**config.mk**
```make
export PLATFORM = sky130hd
export DESIGN_NAME = morse_timing_ctrl
export DESIGN_NICKNAME = d
export VERILOG_FILES = /design/src/rtl/morse_pkg.sv /design/src/rtl/morse_key_sync.sv /design/src/rtl/morse_timing_ctrl.sv
export SDC_FILE = /design/constraint.sdc
export NUM_CORES = 1
export LEC_CHECK = 0
export BUFFER_PORTS_ARGS = -buffer_cell sky130_fd_sc_hd__buf_2
export CORE_MARGIN = 2
export CORE_UTILIZATION = 30
export DETAILED_ROUTE_END_ITERATION = 12
export GPL_TIMING_DRIVEN = 0
export PLACE_DENSITY = 0.45
export RECOVER_POWER = 50
export SYNTH_ARGS = -nofsm -noshare
export SYNTH_HDL_FRONTEND = slang
export SYNTH_SLANG_ARGS = --single-unit
```
**constraint.sdc**
```tcl
create_clock -name clk_100Mhz -period 7.5 [get_ports clk_100Mhz]
set_clock_uncertainty 0.15 [all_clocks]
set_input_delay 1.5 -clock clk_100Mhz [delete_from_list [all_inputs] [get_ports clk_100Mhz]]
set_output_delay 1.5 -clock clk_100Mhz [all_outputs]
set_load 0.01 [all_outputs]
```
**src/rtl/morse_pkg.sv**
```systemverilog
// rtl/morse_pkg.sv - shared state encoding and threshold multipliers for the Morse timing path
package morse_pkg;

    typedef enum logic [1:0] {
        ST_IDLE  = 2'd0,
        ST_MARK  = 2'd1,
        ST_SPACE = 2'd2
    } state_t;

    // Thresholds in dot units; the top scales them by UNIT_TICKS
    localparam int unsigned DASH_MULT     = 2;
    localparam int unsigned CHAR_GAP_MULT = 2;
    localparam int unsigned WORD_GAP_MULT = 5;

endpackage

```
**src/rtl/morse_key_sync.sv**
```systemverilog
// rtl/morse_key_sync.sv - two-flop synchronizer for the asynchronous key level
module morse_key_sync (
    input  logic i_clk,
    input  logic i_reset,
    input  logic i_d,
    output logic o_q
);

    logic r_meta;
    logic r_sync;

    always_ff @(posedge i_clk) begin
        if (i_reset) begin
            r_meta <= 1'b0;
            r_sync <= 1'b0;
        end else begin
            r_meta <= i_d;
            r_sync <= r_meta;
        end
    end

    assign o_q = r_sync;

endmodule

```
**src/rtl/morse_timing_ctrl.sv**
```systemverilog
// rtl/morse_timing_ctrl.sv - Morse mark/space timer, dot/dash classifier and gap flags; MORSE_GLITCH_FILTER_EN drops short marks
module morse_timing_ctrl
    import morse_pkg::*;
#(
    parameter int unsigned UNIT_TICKS   = 600000,
    parameter int unsigned GLITCH_TICKS = 50000,
    parameter int unsigned CNT_W        = 24
) (
    input  logic clk_100Mhz,
    input  logic reset,
    input  logic clk_10Mhz,
    input  logic key_in,
    output logic sym_valid,
    output logic sym_dash,
    output logic char_end,
    output logic word_end,
    output logic active
);

    localparam logic [CNT_W-1:0] DASH_TICKS     = CNT_W'(DASH_MULT * UNIT_TICKS);
    localparam logic [CNT_W-1:0] CHAR_GAP_TICKS = CNT_W'(CHAR_GAP_MULT * UNIT_TICKS);
    localparam logic [CNT_W-1:0] WORD_GAP_TICKS = CNT_W'(WORD_GAP_MULT * UNIT_TICKS);
    localparam logic [CNT_W-1:0] GLITCH_CNT     = CNT_W'(GLITCH_TICKS);
`ifdef MORSE_GLITCH_FILTER_EN
    localparam logic GLITCH_EN = 1'b1;
`else
    localparam logic GLITCH_EN = 1'b0;
`endif

    logic             w_key_s;
    state_t           r_state;
    state_t           w_state_n;
    logic [CNT_W-1:0] r_cnt;
    logic [CNT_W-1:0] w_cnt_inc;
    logic             w_glitch;
    logic             r_word_sym;
    logic             w_sym_valid_n;
    logic             w_sym_dash_n;
    logic             w_char_n;
    logic             w_word_n;
    logic             r_sym_valid;
    logic             r_sym_dash;
    logic             r_char_end;
    logic             r_word_end;
    logic             r_active;

    morse_key_sync u_key_sync (
        .i_clk   (clk_100Mhz),
        .i_reset (reset),
        .i_d     (key_in),
        .o_q     (w_key_s)
    );

    assign w_cnt_inc = (r_cnt == '1) ? r_cnt : r_cnt + 1'b1;
    assign w_glitch  = GLITCH_EN && (r_cnt < GLITCH_CNT);

    always_comb begin
        w_state_n     = r_state;
        w_sym_valid_n = 1'b0;
        w_sym_dash_n  = r_sym_dash;
        w_char_n      = 1'b0;
        w_word_n      = 1'b0;
        case (r_state)
            ST_IDLE: begin
                if (w_key_s) w_state_n = ST_MARK;
            end
            ST_MARK: begin
                if (!w_key_s) begin
                    if (w_glitch) begin
                        w_state_n = r_word_sym ? ST_SPACE : ST_IDLE;
                    end else begin
                        w_sym_valid_n = 1'b1;
                        w_sym_dash_n  = (r_cnt >= DASH_TICKS) || (r_cnt == '1);
                        w_state_n     = ST_SPACE;
                    end
                end
            end
            ST_SPACE: begin
                // A new press outranks a gap threshold landing on the same cycle
                if (w_key_s) begin
                    w_state_n = ST_MARK;
                end else if (clk_10Mhz && w_cnt_inc == CHAR_GAP_TICKS) begin
                    w_char_n = 1'b1;
                end else if (clk_10Mhz && w_cnt_inc == WORD_GAP_TICKS) begin
                    w_word_n  = 1'b1;
                    w_state_n = ST_IDLE;
                end
            end
            default: w_state_n = ST_IDLE;
        endcase
    end

    always_ff @(posedge clk_100Mhz) begin
        if (reset) begin
            r_state     <= ST_IDLE;
            r_cnt       <= '0;
            r_word_sym  <= 1'b0;
            r_sym_valid <= 1'b0;
            r_sym_dash  <= 1'b0;
            r_char_end  <= 1'b0;
            r_word_end  <= 1'b0;
            r_active    <= 1'b0;
        end else begin
            r_state     <= w_state_n;
            r_sym_valid <= w_sym_valid_n;
            r_sym_dash  <= w_sym_dash_n;
            r_char_end  <= w_char_n;
            r_word_end  <= w_word_n;
            r_active    <= (w_state_n != ST_IDLE);
            if (w_state_n != r_state || r_state == ST_IDLE) begin
                r_cnt <= '0;
            end else if (clk_10Mhz) begin
                r_cnt <= w_cnt_inc;
            end
            // Remembers whether the current word already produced a symbol
            if (w_state_n == ST_IDLE) begin
                r_word_sym <= 1'b0;
            end else if (w_sym_valid_n) begin
                r_word_sym <= 1'b1;
            end
        end
    end

    assign sym_valid = r_sym_valid;
    assign sym_dash  = r_sym_dash;
    assign char_end  = r_char_end;
    assign word_end  = r_word_end;
    assign active    = r_active;

endmodule

```
# Word-level counts from Yosys, hierarchy flattened
# Index checks and enable logic that the tools add are counted.
# totals
mem_bits_rw	0
memories	0
romBits	0
latch_bits	0
elab_cells	41
reg_bits	33
out_inout_bits	5
in_bits	4
# classes
div	0
n_shift	0
bitwise	3
n_eq_ne	6
n_mul	0
muxes	10
n_reduce_logical	11
magnitude_cmp	1
addsub	1
# op_table
op	count
adder 24 x 1 -> 24 bit, second input constant	1
equality test 24 x 21 -> 1 bit, second input constant	1
equality test 24 x 22 -> 1 bit, second input constant	1
equality test 24 bit, second input constant	1
>= comparator 24 x 21 -> 1 bit, second input constant	1
two-way mux 24 bit	1
two-way mux 2 bit	5
case mux 2 bit (3 select lines)	1
OR reduction 2 bit	2
OR reduction 4 bit	1
two-way mux 1 bit	3
inverter 1 bit	3
OR reduction 3 bit	1
equality test 2 x 1 -> 1 bit, second input constant	1
equality test 2 bit, second input constant	1
logical AND 1 bit	2
zero test 2 bit	1
logical OR 1 bit	2
!= test 2 bit	1
AND reduction 2 bit	1
nonzero test 2 bit	1

# Depth between registers and ports, before layout
# logic_depth
word_depth	11
mapped_depth	10
mapped_depth_nobuf	8

# Cells and area by module
# Synthesis repeated with hierarchy kept, for this count alone.
# hier_totals
hier_cells	274
area_unflattened_um2	2132.0
# by_module_without_submodules
module	cells_per_inst	area_each_um2	seq_area_each_um2	instances
morse_timing_ctrl	270	2079.5	620.6	1
morse_key_sync	4	52.6	40.0	1

# Worst setup path before layout
# OpenSTA, ideal clock, no wires.
# synth_path
path_kind	in2reg
start	in reset
end	reg r_char_end, in the netlist char_end
setup_ns	0.092
required_time_ns	7.258
path_slack_ns	4.387
arrival_ns	2.871
path_buffers	1
cell_stages	5
path_cell_list	clkbuf_1 > nor4b_1 > nand3b_1 > or4b_2 > nor4_1
# synth_via
elab_chain_cells	1
# synth_rtl
item	line	text
from (decl)	morse_timing_ctrl.sv:10	input logic reset,
OR reduction 3 bit (no source line)	-	
to (signal assigned)	morse_timing_ctrl.sv:107	r_char_end <= w_char_n;
to (decl)	morse_timing_ctrl.sv:43	logic r_char_end;
# Every way passes these cells.
# A chain may end at the register's enable or synchronous reset.

# Worst setup path in the final report
# layout_path
start	reg r_cnt[1]
end	reg r_cnt[6]
# layout_via
elab_chain_cells	11
elab_cells_between_ends	14
classes_between	1 x add/sub; 4 x eq/ne; 5 x mux; 4 x reduce/logical
# layout_rtl
item	line	text
from (decl)	morse_timing_ctrl.sv:33	logic [CNT_W-1:0] r_cnt;
from (signal assigned)	morse_timing_ctrl.sv:113	r_cnt <= w_cnt_inc;
adder 24 x 1 -> 24 bit / equality test 24 bit (equally long branches)	morse_timing_ctrl.sv:54	assign w_cnt_inc = (r_cnt == '1) ? r_cnt : r_cnt + 1'b1;
two-way mux 24 bit (*)	morse_timing_ctrl.sv:54	
equality test 24 x 22 -> 1 bit	morse_timing_ctrl.sv:84	end else if (clk_10Mhz && w_cnt_inc == WORD_GAP_TICKS) begin
logical AND 1 bit	morse_timing_ctrl.sv:84	
two-way mux 2 bit	morse_timing_ctrl.sv:84	
two-way mux 2 bit	morse_timing_ctrl.sv:82	end else if (clk_10Mhz && w_cnt_inc == CHAR_GAP_TICKS) begin
two-way mux 2 bit	morse_timing_ctrl.sv:80	if (w_key_s) begin
case mux 2 bit (3 select lines)	morse_timing_ctrl.sv:63	case (r_state)
!= test 2 bit	morse_timing_ctrl.sv:110	if (w_state_n != r_state || r_state == ST_IDLE) begin
logical OR 1 bit	morse_timing_ctrl.sv:110	
OR reduction 2 bit (no source line)	-	
# Mark *: on every way between the ends. The rest lies on a longest branch, timed or not.

==> reports/metrics.csv <==
metric,value,unit
synthAdderAreaFrac,1.17,%
r2r-end,r_cnt[6]$_SDFFE_PP0P_,
crit_arrival,3.86,ns
powerDensity,162,nW/um^2
period_needed,3.87,ns
post_cts_resized,0,
finalSetupViolations,0,
drtIter0Drc,87,
coreArea,6870,sq um
die_area,7830,sq um
cts_buffers,5,
hold_viol,0,
tns,0,ns
grt_usage,16.3,%
fillCellCount,759,
clock_latency,0.29,ns
cts_tree,yes,
vias_per_cell,5.31,
clockRootBuffer,clkbuf_8,
syn_to_final_growth,13.1,%
relSlewSlack,40.7,%
die_w,88.5,um
cts.sinks,33,
diodes,0,
post_route_cells_drive_above_1_share,8.33,%
drc,0,
overflow,0,
slew_violations,0,
synthSimpleGateAreaFrac,34.9,%
use_met3,2.89,%
ys_ff_latch,33,
crit_path_start_kind,flip-flop,
cts_hold_buf,0,
leakagePower,0.777,nW
critPathLaunch,r_cnt[1]$_SDFFE_PP0P_,
io_pins,9,
grt.met2_usage,25.0,%
postCtsSetupBuffers,0,
syn-cell-area,2140,sq um
required,7.49,ns
synth_async_sr_flop_share,0,%
ys_seq_area_share,30.8,%
start_util,31.2,%
synth_edf_count,0,
final_cell_mix,"33 x dfxtp_1, 26 x nand2_1, 26 x nor2_1",
regToRegStartpoint,r_cnt[1]$_SDFFE_PP0P_,
synth_nets,291,
status,completed,
h-tree-depth,2,
cts_buffer_depth,2,
synthXorXnorAreaFrac,5.32,%
tightest_slew,0.881,ns
multi_input_area,1350,sq um
cp_max_fo,10,
yosysWarnings,0,
grt_pass1_wl,9890,um
yosysUniqueCellTypes,53,
vias,2101,
wl_per_cell,15.3,um
fin_util,35.3,%
worst_r2r_path_depth,8,
endpoint_kind,flip-flop,
final_common_cell,dfxtp_1,
ir_drop,0.0557,mV
synth_compound_area_share,19.3,%
clock.fmax,258,MHz
fin_crit_sh,51.7,%
rsz0062_at_grt,no,
cp-endpoint,r_cnt[6]$_SDFFE_PP0P_,
drt_first_pass_iters,4,
totalWireLength,6070,um
place_congestion,0.799,
fin_area,2420,sq um
globalRouteMet1Util,23.5,%
synth_mux_area_share,2.39,%
synth-main-ff-cell,dfxtp_1,
grt.busiest_layer,met2,
cap_violations,0,
antenna_left,0,
grt_pass1_vias,1909,
postSynthCellCount,285,
post-dp-hpwl,4360,um
clk_pin_slew,0.08,ns
avgSynthCellArea,7.52,sq um
core.rowCount,30,
dpl_cell_area,2300,sq um
numPortBuffers,7,
grt_max_degree,12,
hp-class,flip-flop to flip-flop,
synth_top_family_by_area,simple AND/OR/NAND/NOR gates,
die_h,88.5,um
seq_area,661,sq um
r2r_slack,3.63,ns
num-nets-final,305,
critPathKind,flip-flop to flip-flop,
antenna_found_initial,0,
## cells by family after synthesis
kind of cell / after synthesis
AOI/OAI and AO/OA: 59
adders and majority gates: 2
muxes: 5
buffers and inverters: 33
DFF: 33
and+or+nand+nor: 140
xor gates and xnor gates: 13
## layout make-up
cell class | count | area share, %
multi-input cells | 219 | 55.8
flip-flops and latches | 33 | 27.3
well taps | 96 | 4.96
plain buffers | 22 | 3.62
clock buffers | 5 | 2.84
clock inverters | 3 | 2.69
inverters | 11 | 1.70
repair buffers | 7 | 1.14
## power by group
part           switching (mW)  internal [mW]  total [mW]  leakage (nW)
registers            0.000806          0.176       0.177         0.266
logic                 0.00812        0.00335      0.0115         0.443
clock network          0.0714          0.132       0.204        0.0681
## synth_stat cells, types with 4 or more instances
master     n  share of area [%]
or3_1      7                2.0
nand3_1   18                4.2
dfxtp_1   33                 31
a211oi_1   4                1.4
nand2_1   26                4.6
clkbuf_1  17                3.0
buf_2      5                1.2
nand4_1   13                3.8
nor3_1    15                3.5
nor2_1    26                4.6
a21oi_1   17                4.0
mux2i_1    4                1.9
inv_1     11                1.9
xor2_1     5                2.0
xnor2_1    8                3.3
nor2b_1    4                1.2
nor4_1     8                2.3
o21ai_0   13                3.0
## per-stage QoR
step	power (mW)	hold WS (ns)	cells	setup slack [ns]
after floorplan	0.189	0.264	285	4.39
after global placement	0.193	0.269	388	3.64
after detailed placement	0.193	0.282	388	3.67
after CTS	0.399	0.302	396	3.67
after global routing	0.405	0.309	396	3.27
final	0.392	0.296	396	3.63
## worst min path at each step
stage                                       from                        end  cells after the start
global route        u_key_sync.r_meta$_SDFF_PP0_  u_key_sync.o_q$_SDFF_PP0_                      1
finish              u_key_sync.r_meta$_SDFF_PP0_  u_key_sync.o_q$_SDFF_PP0_                      1
detailed placement  u_key_sync.r_meta$_SDFF_PP0_  u_key_sync.o_q$_SDFF_PP0_                      1
global placement    u_key_sync.r_meta$_SDFF_PP0_  u_key_sync.o_q$_SDFF_PP0_                      1
CTS                 u_key_sync.r_meta$_SDFF_PP0_  u_key_sync.o_q$_SDFF_PP0_                      1
floorplan           u_key_sync.r_meta$_SDFF_PP0_  u_key_sync.o_q$_SDFF_PP0_                      1
## state kept, by name, indices dropped and copies added (netlist names)
name,count
r_state,2
u_key_sync.o_q,1
r_cnt,24
char_end,1
sym_dash,1
sym_valid,1
word_end,1
u_key_sync.r_meta,1
active,1
## metal layers
metal	vias to the layer above	share of wire, %
li1	1070	-
met1	985	48
met2	40	46
met3	6	5.4
met4	0	1.1
met5	-	0
## critical path, cell delays in order (launching register included)
cell	delay, ns
dfxtp_1	0.50
ha_1	0.36
nand3_1	0.19
nor3_1	0.61
nand3_1	0.23
a2111oi_0	0.58
o2111ai_1	0.27
o41ai_4	0.69
nor3_1	0.14
Note: power is estimated with default switching activity, not from simulation.
